$ cat config.mk
export PLATFORM = sky130hd
export DESIGN_NAME = nibble_add_seq_flat
export DESIGN_NICKNAME = d
export VERILOG_FILES = /design/src/rtl/nibble_add_seq_if.sv /design/src/rtl/nibble_add_seq.sv /design/src/flat_wrapper.sv
export SDC_FILE = /design/constraint.sdc
export NUM_CORES = 1
export LEC_CHECK = 0
export BUFFER_PORTS_ARGS = -buffer_cell sky130_fd_sc_hd__buf_4
export CELL_PAD_IN_SITES_DETAIL_PLACEMENT = 0
export CELL_PAD_IN_SITES_GLOBAL_PLACEMENT = 2
export CORE_AREA = 2 2 93 113
export DETAILED_ROUTE_END_ITERATION = 10
export DIE_AREA = 0 0 95 115
export PLACE_DENSITY_LB_ADDON = 0.1
export SLEW_MARGIN = 30
export SYNTH_ARGS = -nofsm -noshare
export SYNTH_HDL_FRONTEND = slang
export SYNTH_SLANG_ARGS = --single-unit
$ cat constraint.sdc
create_clock -name clk -period 2.65 [get_ports clk]
set_input_delay 0.1325 -clock clk [delete_from_list [all_inputs] [get_ports clk]]
set_output_delay 0.1325 -clock clk [all_outputs]
set_load 0.01 [all_outputs]
$ cat src/rtl/nibble_add_seq_if.sv
// Bus bundle for nibble_add_seq: host request/response plus the 4-bit external adder link.
// The ovf signal exists only when NIBBLE_ADD_OVF_EN is defined.
interface nibble_add_seq_if #(
   parameter int NIBBLES = 4
);
   localparam int W = 4 * NIBBLES;

   logic         start;
   logic [W-1:0] op_a;
   logic [W-1:0] op_b;
   logic         cin;
   logic         busy;
   logic         done;
   logic [W-1:0] result;
   logic         cout;
`ifdef NIBBLE_ADD_OVF_EN
   logic         ovf;
`endif
   logic         add_a0, add_a1, add_a2, add_a3;
   logic         add_b0, add_b1, add_b2, add_b3;
   logic         add_cin;
   logic         add_s0, add_s1, add_s2, add_s3;
   logic         add_cout;

   // master is the environment: host plus the combinational adder returning sums
`ifdef NIBBLE_ADD_OVF_EN
   modport master (
      output start, op_a, op_b, cin, add_s0, add_s1, add_s2, add_s3, add_cout,
      input  busy, done, result, cout, ovf,
      input  add_a0, add_a1, add_a2, add_a3, add_b0, add_b1, add_b2, add_b3, add_cin
   );
   modport slave (
      input  start, op_a, op_b, cin, add_s0, add_s1, add_s2, add_s3, add_cout,
      output busy, done, result, cout, ovf,
      output add_a0, add_a1, add_a2, add_a3, add_b0, add_b1, add_b2, add_b3, add_cin
   );
`else
   modport master (
      output start, op_a, op_b, cin, add_s0, add_s1, add_s2, add_s3, add_cout,
      input  busy, done, result, cout,
      input  add_a0, add_a1, add_a2, add_a3, add_b0, add_b1, add_b2, add_b3, add_cin
   );
   modport slave (
      input  start, op_a, op_b, cin, add_s0, add_s1, add_s2, add_s3, add_cout,
      output busy, done, result, cout,
      output add_a0, add_a1, add_a2, add_a3, add_b0, add_b1, add_b2, add_b3, add_cin
   );
`endif

endinterface

$ cat src/rtl/nibble_add_seq.sv
// Wide adder that time-multiplexes one external 4-bit ripple adder, LS nibble first.
// Define NIBBLE_ADD_OVF_EN to add a registered signed-overflow flag (ovf).
module nibble_add_seq #(
   parameter int NIBBLES = 4
) (
   input  logic             clk,
   input  logic             rst,
   nibble_add_seq_if.slave  bus
);

   localparam int W    = 4 * NIBBLES;
   localparam int IDXW = $clog2(NIBBLES);

   typedef enum logic [1:0] {
      IDLE = 2'd0,
      ADD  = 2'd1,
      DONE = 2'd2
   } state_t;

   state_t          r_state;
   state_t          w_nextState;
   logic [W-1:0]    r_opA;
   logic [W-1:0]    r_opB;
   logic [W-1:0]    r_result;
   logic [IDXW-1:0] r_idx;
   logic            r_carry;
   logic            r_cout;
`ifdef NIBBLE_ADD_OVF_EN
   logic            r_ovf;
`endif

   logic            w_busy;
   logic            w_accept;
   logic            w_lastNibble;
   logic [W-1:0]    w_shA;
   logic [W-1:0]    w_shB;
   logic [3:0]      w_nibA;
   logic [3:0]      w_nibB;
   logic [3:0]      w_sum;

   assign w_busy       = (r_state == ADD);
   assign w_accept     = bus.start && (r_state != ADD);
   assign w_lastNibble = (r_idx == IDXW'(NIBBLES - 1));

   assign w_shA  = r_opA >> {r_idx, 2'b00};
   assign w_shB  = r_opB >> {r_idx, 2'b00};
   assign w_nibA = w_busy ? w_shA[3:0] : 4'h0;
   assign w_nibB = w_busy ? w_shB[3:0] : 4'h0;
   assign w_sum  = {bus.add_s3, bus.add_s2, bus.add_s1, bus.add_s0};

   always_comb begin
      w_nextState = r_state;
      case (r_state)
         IDLE:    if (bus.start) w_nextState = ADD;
         ADD:     if (w_lastNibble) w_nextState = DONE;
         DONE:    w_nextState = bus.start ? ADD : IDLE;
         default: w_nextState = IDLE;
      endcase
   end

   // Accept clears the previous answer; otherwise each ADD edge captures one nibble.
   always_ff @(posedge clk) begin
      if (rst) begin
         r_state  <= IDLE;
         r_opA    <= '0;
         r_opB    <= '0;
         r_result <= '0;
         r_idx    <= '0;
         r_carry  <= 1'b0;
         r_cout   <= 1'b0;
`ifdef NIBBLE_ADD_OVF_EN
         r_ovf    <= 1'b0;
`endif
      end else begin
         r_state <= w_nextState;
         if (w_accept) begin
            r_opA    <= bus.op_a;
            r_opB    <= bus.op_b;
            r_carry  <= bus.cin;
            r_idx    <= '0;
            r_result <= '0;
            r_cout   <= 1'b0;
`ifdef NIBBLE_ADD_OVF_EN
            r_ovf    <= 1'b0;
`endif
         end else if (w_busy) begin
            for (int n = 0; n < NIBBLES; n++) begin
               if (r_idx == IDXW'(n)) r_result[4*n +: 4] <= w_sum;
            end
            r_carry <= bus.add_cout;
            if (w_lastNibble) begin
               r_cout <= bus.add_cout;
`ifdef NIBBLE_ADD_OVF_EN
               r_ovf  <= (w_nibA[3] == w_nibB[3]) && (bus.add_s3 != w_nibA[3]);
`endif
            end else begin
               r_idx <= r_idx + 1'b1;
            end
         end
      end
   end

   assign bus.busy    = w_busy;
   assign bus.done    = (r_state == DONE);
   assign bus.result  = r_result;
   assign bus.cout    = r_cout;
`ifdef NIBBLE_ADD_OVF_EN
   assign bus.ovf     = r_ovf;
`endif
   assign bus.add_a0  = w_nibA[0];
   assign bus.add_a1  = w_nibA[1];
   assign bus.add_a2  = w_nibA[2];
   assign bus.add_a3  = w_nibA[3];
   assign bus.add_b0  = w_nibB[0];
   assign bus.add_b1  = w_nibB[1];
   assign bus.add_b2  = w_nibB[2];
   assign bus.add_b3  = w_nibB[3];
   assign bus.add_cin = w_busy & r_carry;

endmodule

$ cat src/flat_wrapper.sv
// flat-port wrapper written by rule: the top's interface ports become plain ports
module nibble_add_seq_flat 
#(
   parameter int NIBBLES = 4
)
  (clk, rst, bus_start, bus_op_a, bus_op_b, bus_cin, bus_add_s0, bus_add_s1, bus_add_s2, bus_add_s3, bus_add_cout, bus_busy, bus_done, bus_result, bus_cout, bus_add_a0, bus_add_a1, bus_add_a2, bus_add_a3, bus_add_b0, bus_add_b1, bus_add_b2, bus_add_b3, bus_add_cin);
  nibble_add_seq_if #(.NIBBLES(NIBBLES)) bus_i ();
  input  logic clk;
  input  logic rst;
  input wire logic [$bits(bus_i.start)-1:0] bus_start;
  input wire logic [$bits(bus_i.op_a)-1:0] bus_op_a;
  input wire logic [$bits(bus_i.op_b)-1:0] bus_op_b;
  input wire logic [$bits(bus_i.cin)-1:0] bus_cin;
  input wire logic [$bits(bus_i.add_s0)-1:0] bus_add_s0;
  input wire logic [$bits(bus_i.add_s1)-1:0] bus_add_s1;
  input wire logic [$bits(bus_i.add_s2)-1:0] bus_add_s2;
  input wire logic [$bits(bus_i.add_s3)-1:0] bus_add_s3;
  input wire logic [$bits(bus_i.add_cout)-1:0] bus_add_cout;
  output wire logic [$bits(bus_i.busy)-1:0] bus_busy;
  output wire logic [$bits(bus_i.done)-1:0] bus_done;
  output wire logic [$bits(bus_i.result)-1:0] bus_result;
  output wire logic [$bits(bus_i.cout)-1:0] bus_cout;
  output wire logic [$bits(bus_i.add_a0)-1:0] bus_add_a0;
  output wire logic [$bits(bus_i.add_a1)-1:0] bus_add_a1;
  output wire logic [$bits(bus_i.add_a2)-1:0] bus_add_a2;
  output wire logic [$bits(bus_i.add_a3)-1:0] bus_add_a3;
  output wire logic [$bits(bus_i.add_b0)-1:0] bus_add_b0;
  output wire logic [$bits(bus_i.add_b1)-1:0] bus_add_b1;
  output wire logic [$bits(bus_i.add_b2)-1:0] bus_add_b2;
  output wire logic [$bits(bus_i.add_b3)-1:0] bus_add_b3;
  output wire logic [$bits(bus_i.add_cin)-1:0] bus_add_cin;
  assign bus_i.start = bus_start;
  assign bus_i.op_a = bus_op_a;
  assign bus_i.op_b = bus_op_b;
  assign bus_i.cin = bus_cin;
  assign bus_i.add_s0 = bus_add_s0;
  assign bus_i.add_s1 = bus_add_s1;
  assign bus_i.add_s2 = bus_add_s2;
  assign bus_i.add_s3 = bus_add_s3;
  assign bus_i.add_cout = bus_add_cout;
  assign bus_busy = bus_i.busy;
  assign bus_done = bus_i.done;
  assign bus_result = bus_i.result;
  assign bus_cout = bus_i.cout;
  assign bus_add_a0 = bus_i.add_a0;
  assign bus_add_a1 = bus_i.add_a1;
  assign bus_add_a2 = bus_i.add_a2;
  assign bus_add_a3 = bus_i.add_a3;
  assign bus_add_b0 = bus_i.add_b0;
  assign bus_add_b1 = bus_i.add_b1;
  assign bus_add_b2 = bus_i.add_b2;
  assign bus_add_b3 = bus_i.add_b3;
  assign bus_add_cin = bus_i.add_cin;
  nibble_add_seq #(.NIBBLES(NIBBLES)) u_core (.clk(clk), .rst(rst), .bus(bus_i));
endmodule
======== Word-level counts from Yosys, hierarchy flattened ========
Index checks and enable logic that the tools add are counted.
cells by class
  add/subtract/negate cells ............... 1
  eq/ne operators ......................... 8
  shift operators ......................... 2
  mux-type cells .......................... 8
  bitwise operators ....................... 2
  reduce and logical (&&, ||, !) cells .... 11
operators with widths
  operator                                                                  count
  16-bit by 4-bit right shift with 4-bit output                             2
  2-bit AND reduction                                                       6
  4-bit two-way mux                                                         2
  2-bit equality test (second input constant)                               3
  2-bit one-hot mux with 3 select lines                                     1
  2-bit by 1-bit equality test with 1-bit output (second input constant)    2
  2-bit logical NOT                                                         2
  2-bit two-way mux                                                         2
  2-bit inequality test (second input constant)                             2
  1-bit two-way mux                                                         3
  2-bit by 1-bit adder with 2-bit output (second input constant)            1
  2-bit by 1-bit inequality test with 1-bit output (second input constant)  1
  2-bit nonzero test                                                        1
  2-bit OR reduction                                                        1
  1-bit AND                                                                 1
  1-bit logical AND                                                         1
  1-bit NOT                                                                 1
word-level totals
  register bits ........................... 54
  input bits .............................. 41
  output and inout bits ................... 28
  logic and storage cells ................. 42

======== Logic depth before layout (Yosys ltp) ========
  word-level depth ........................ 3
  mapped depth ............................ 7
  gate-level depth less buffers ........... 5

======== Least setup slack after synthesis ========
No wires, ideal clock.
  path kind ............................... register to output
  from .................................... register u_core.r_idx[0]
  to ...................................... output port bus_add_a0
  data arrival time ....................... 1.309 ns
  required time ........................... 2.518 ns
  slack ................................... 1.208 ns
  stages on the path, launching flop included .. 4
  buffers on the path ..................... 1
  cell sequence ........................... dfxtp_1 -> buf_2 -> mux4_2 -> and2_1
between the ends
  longest elaborated chain between the ends .. 2
RTL lines
  element                                        RTL line              text
  start, declared                                nibble_add_seq.sv:25  logic [IDXW-1:0] r_idx;
  start signal, assigned                         nibble_add_seq.sv:97  r_idx <= r_idx + 1'b1;
  16-bit by 4-bit right shift with 4-bit output  nibble_add_seq.sv:45  assign w_shA = r_opA >> {r_idx, 2'b00};
  4-bit two-way mux                              nibble_add_seq.sv:47  assign w_nibA = w_busy ? w_shA[3:0] : 4'h0;
  end, declared                                  flat_wrapper.sv:23    output wire logic [$bits(bus_i.add_a0)-1:0] bus_add_a0;
No other way between the ends.

======== Worst setup path after layout ========
  from .................................... register u_core.r_state[0]
  to ...................................... output port bus_add_b1
between the ends
  longest elaborated chain between the ends .. 2
RTL lines
  element                                         RTL line              text
  start, declared                                 nibble_add_seq.sv:20  state_t r_state;
  start signal, assigned                          nibble_add_seq.sv:75  r_state <= w_nextState;
  2-bit by 1-bit equality test with 1-bit output  nibble_add_seq.sv:41  assign w_busy = (r_state == ADD);
  4-bit two-way mux                               nibble_add_seq.sv:48  assign w_nibB = w_busy ? w_shB[3:0] : 4'h0;
  end, declared                                   flat_wrapper.sv:28    output wire logic [$bits(bus_i.add_b1)-1:0] bus_add_b1;
No other way between the ends.

==> results.yml <==
cts:
  h-tree-depth: 2
  clock_sinks: 54
  clk_pin_slew_worst_paths_ns: 0.07
  cts_resized: 0
  cts_buffer_depth: 2
  cts_buffers: 5
  clock_latency_ns: 0.30
  cts_tree: "built"
  cts-root-buf: "clkbuf_16"
  post-cts-setup-buffers: 0
  holdBufCountCts: 0
drt:
  totalWireLength_um: 7110
  ant_nets: 0
  drc: 0
  drt_first_pass_iters: 4
  viasPerCell: 4.72
  post_drt_wl_per_cell_um: 15.7
  drt_iter0_markers: 79
  num_vias: 2136
flow_run:
  maxCapViolCount: 0
sta:
  drv_slew: 0
  slew_headroom_pct: 40.7
  setup_viol: 0
  whs_ns: 0.0903
  finalClockSkew_ns: 0.00884
  rsz0062_at_grt: "no"
  setup-tns-final_ns: 0
  fin_crit_ns: 2.01
  tightest_slew_ns: 0.889
  finalHoldViolations: 0
  fin_crit_sh_pct: 75.8
  fmax_mhz: 498
finish:
  fin_cells: 453
  final_core_util_pct: 31.8
  areaGrowthSynthToFinish_pct: 30.7
  finalNetCount: 372
  register_area_mm2: 0.00108
  drive_gt1_share_pct: 30.6
  num_antenna_cells: 0
  multiInputGateArea_mm2: 0.00116
  n_fill_cell: 1039
placed_design:
  gp_congestion: 0.687
  port_buffers: 68
  dp_cells: 446
  place_hpwl_um: 4650
power_and_ir_drop:
  leakagePower_uw: 0.00119
  ir_drop_mv: 0.232
  cellPowerDensity_mw_per_mm2: 598
  power_uw: 1880
floorplan:
  fp-row-count: 40
  fp.dieH_um: 115
  initial_core_util_pct: 24.4
  io-pin-count: 69
  design.die.area_mm2: 0.0109
  die_w_um: 95
  core_area_mm2: 0.00986
setup_path:
  crit_fanout: 42
  setup.worst_path.end_class: "output pin"
  crit_family: "buffers and inverters"
  cpPeakStageDelay_ns: 0.47
  cp.depth: 5
  crit_slowest_cell: "inv_2"
  crit_buf_inv: 3
  worstSetupPathType: "reg2out"
  cp_cell_sequence: "nand2b_1 -> buf_4 -> inv_2 -> and2_1 -> buf_4"
  required_ns: 2.52
  reg2regPathDepth: 6
  crit_arrival_ns: 1.88
  startpoint_type: "flop"
  cpMostUsedCell: "buf_4"
synthesis:
  yosysTopAreaCell: "dfxtp_1"
  syn_avg_cell_area_um2: 8.83
  syn_area_mm2: 0.00240
  synth_area_leaders: "dfxtp_1 45%, nand3_1 10%, a21oi_1 8.8%"
  synth_nets: 317
  synth_cell_types: 24
  synthCells: 272
  yosys_warnings: 0
  yosys.area.top_type_share_pct: 45.0
  ys_ff_latch: 54
  seq_area_frac_synth_pct: 45.0
hold_path:
  hold_class: "in2reg"
  hold_depth: 3
grt:
  grt_pass1_vias: 2237
  grt-ovfl-total: 0
  track_usage_pct: 13.7
  grt_antenna_before_repair: 0
  grt_pass1_wl_um: 11500
  grt_max_degree: 43
outcome:
  status: "complete, no violations"
-- synthesized netlist by cell type (all sizes together) --
master / instances
a21oi: 51
buf: 13
dfxtp: 54
and2: 9
inv: 5
a211oi: 1
nand3b: 4
nor3b: 1
ha: 4
o21ai: 33
nand2b: 1
nand2: 18
and2b: 1
mux2i: 1
nand3: 49
xnor2: 1
a21o: 1
clkbuf: 13
mux4: 8
nor2: 4
-- cell usage in the layout (no fill, tap or decap), types with 3 or more instances in the layout --
master / synthesis / final
buf_4: 0 / 74
nor2_1: 3 / 3
a21oi_2: 9 / 9
ha_1: 4 / 4
o21ai_0: 33 / 33
dfxtp_1: 54 / 54
and2_1: 9 / 9
nand3b_1: 4 / 4
nand3_1: 49 / 49
a21oi_1: 42 / 42
nand2_1: 18 / 18
clkbuf_16: 0 / 5
mux4_2: 8 / 8
inv_1: 4 / 4
-- flip-flops by register name, indices dropped and copies added (netlist names) --
| name | count |
|---|---|
| u_core.r_carry | 1 |
| u_core.bus.cout | 1 |
| u_core.r_state | 2 |
| u_core.r_opA | 16 |
| u_core.bus.result | 16 |
| u_core.r_idx | 2 |
| u_core.r_opB | 16 |
-- routing by layer --
metal | GRT usage, % | share of wire (%) | vias to the layer above
met2 | 23.8 | 50 | 52
met1 | 16.8 | 45 | 1005
met3 | 2.95 | 4.4 | 7
met4 | 4.35 | 1.2 | 0
li1 | - | - | 1072
met5 | 0 | 0 | -
-- through the flow --
stage | cell area [um^2] | setup slack, ns
floorplan | 2400 | 1.21
global placement | 2970 | 0.853
detailed placement | 2970 | 0.798
CTS | 3140 | 0.605
global route | 3140 | 0.486
finish | 3140 | 0.641
-- cells by family after synthesis --
group	synth area share, %
xor+xnor	0.365
flops	45.0
compound gates	19.5
buf+inv	6.83
mux	7.92
fa+ha+maj	2.08
simple gates	18.2
-- worst register-to-register path: stages, from the launching register on --
cell and delay (ns):
dfxtp_1 0.46, nand2b_1 0.08, buf_4 0.18, inv_2 0.47, buf_4 0.34, nand3_1 0.12, a21oi_2 0.12
-- layout make-up --
| cell class | instances | area share [%] |
|---|---|---|
| Inverter | 5 | 0.598 |
| Clock buffer | 6 | 4.43 |
| Sequential cell | 54 | 34.4 |
| Multi-Input combinational cell | 187 | 36.8 |
| Timing Repair Buffer | 74 | 17.7 |
| Tap cell | 126 | 5.02 |
| Clock inverter | 1 | 0.957 |
-- where the power goes --
group	internal (uW)	total, uW	switching (uW)
registers	848	866	18.0
logic	109	246	137
clock network	467	764	297
-- worst paths after layout --
check | slack (ns) | end | startpoint
setup / recovery | 0.64 | bus_add_b1 | u_core.r_state[0]$_SDFFE_PP0P_
hold / removal | 0.09 | u_core.r_opB[12]$_SDFFE_PP0P_ | bus_op_b[12]
setup reg to reg | 0.80 | u_core.bus.result[2]$_SDFFE_PP0P_ | u_core.r_state[0]$_SDFFE_PP0P_
hold reg to reg | 0.46 | u_core.bus.result[12]$_SDFFE_PP0P_ | u_core.bus.result[12]$_SDFFE_PP0P_
Power figures use the tool's default switching activity.
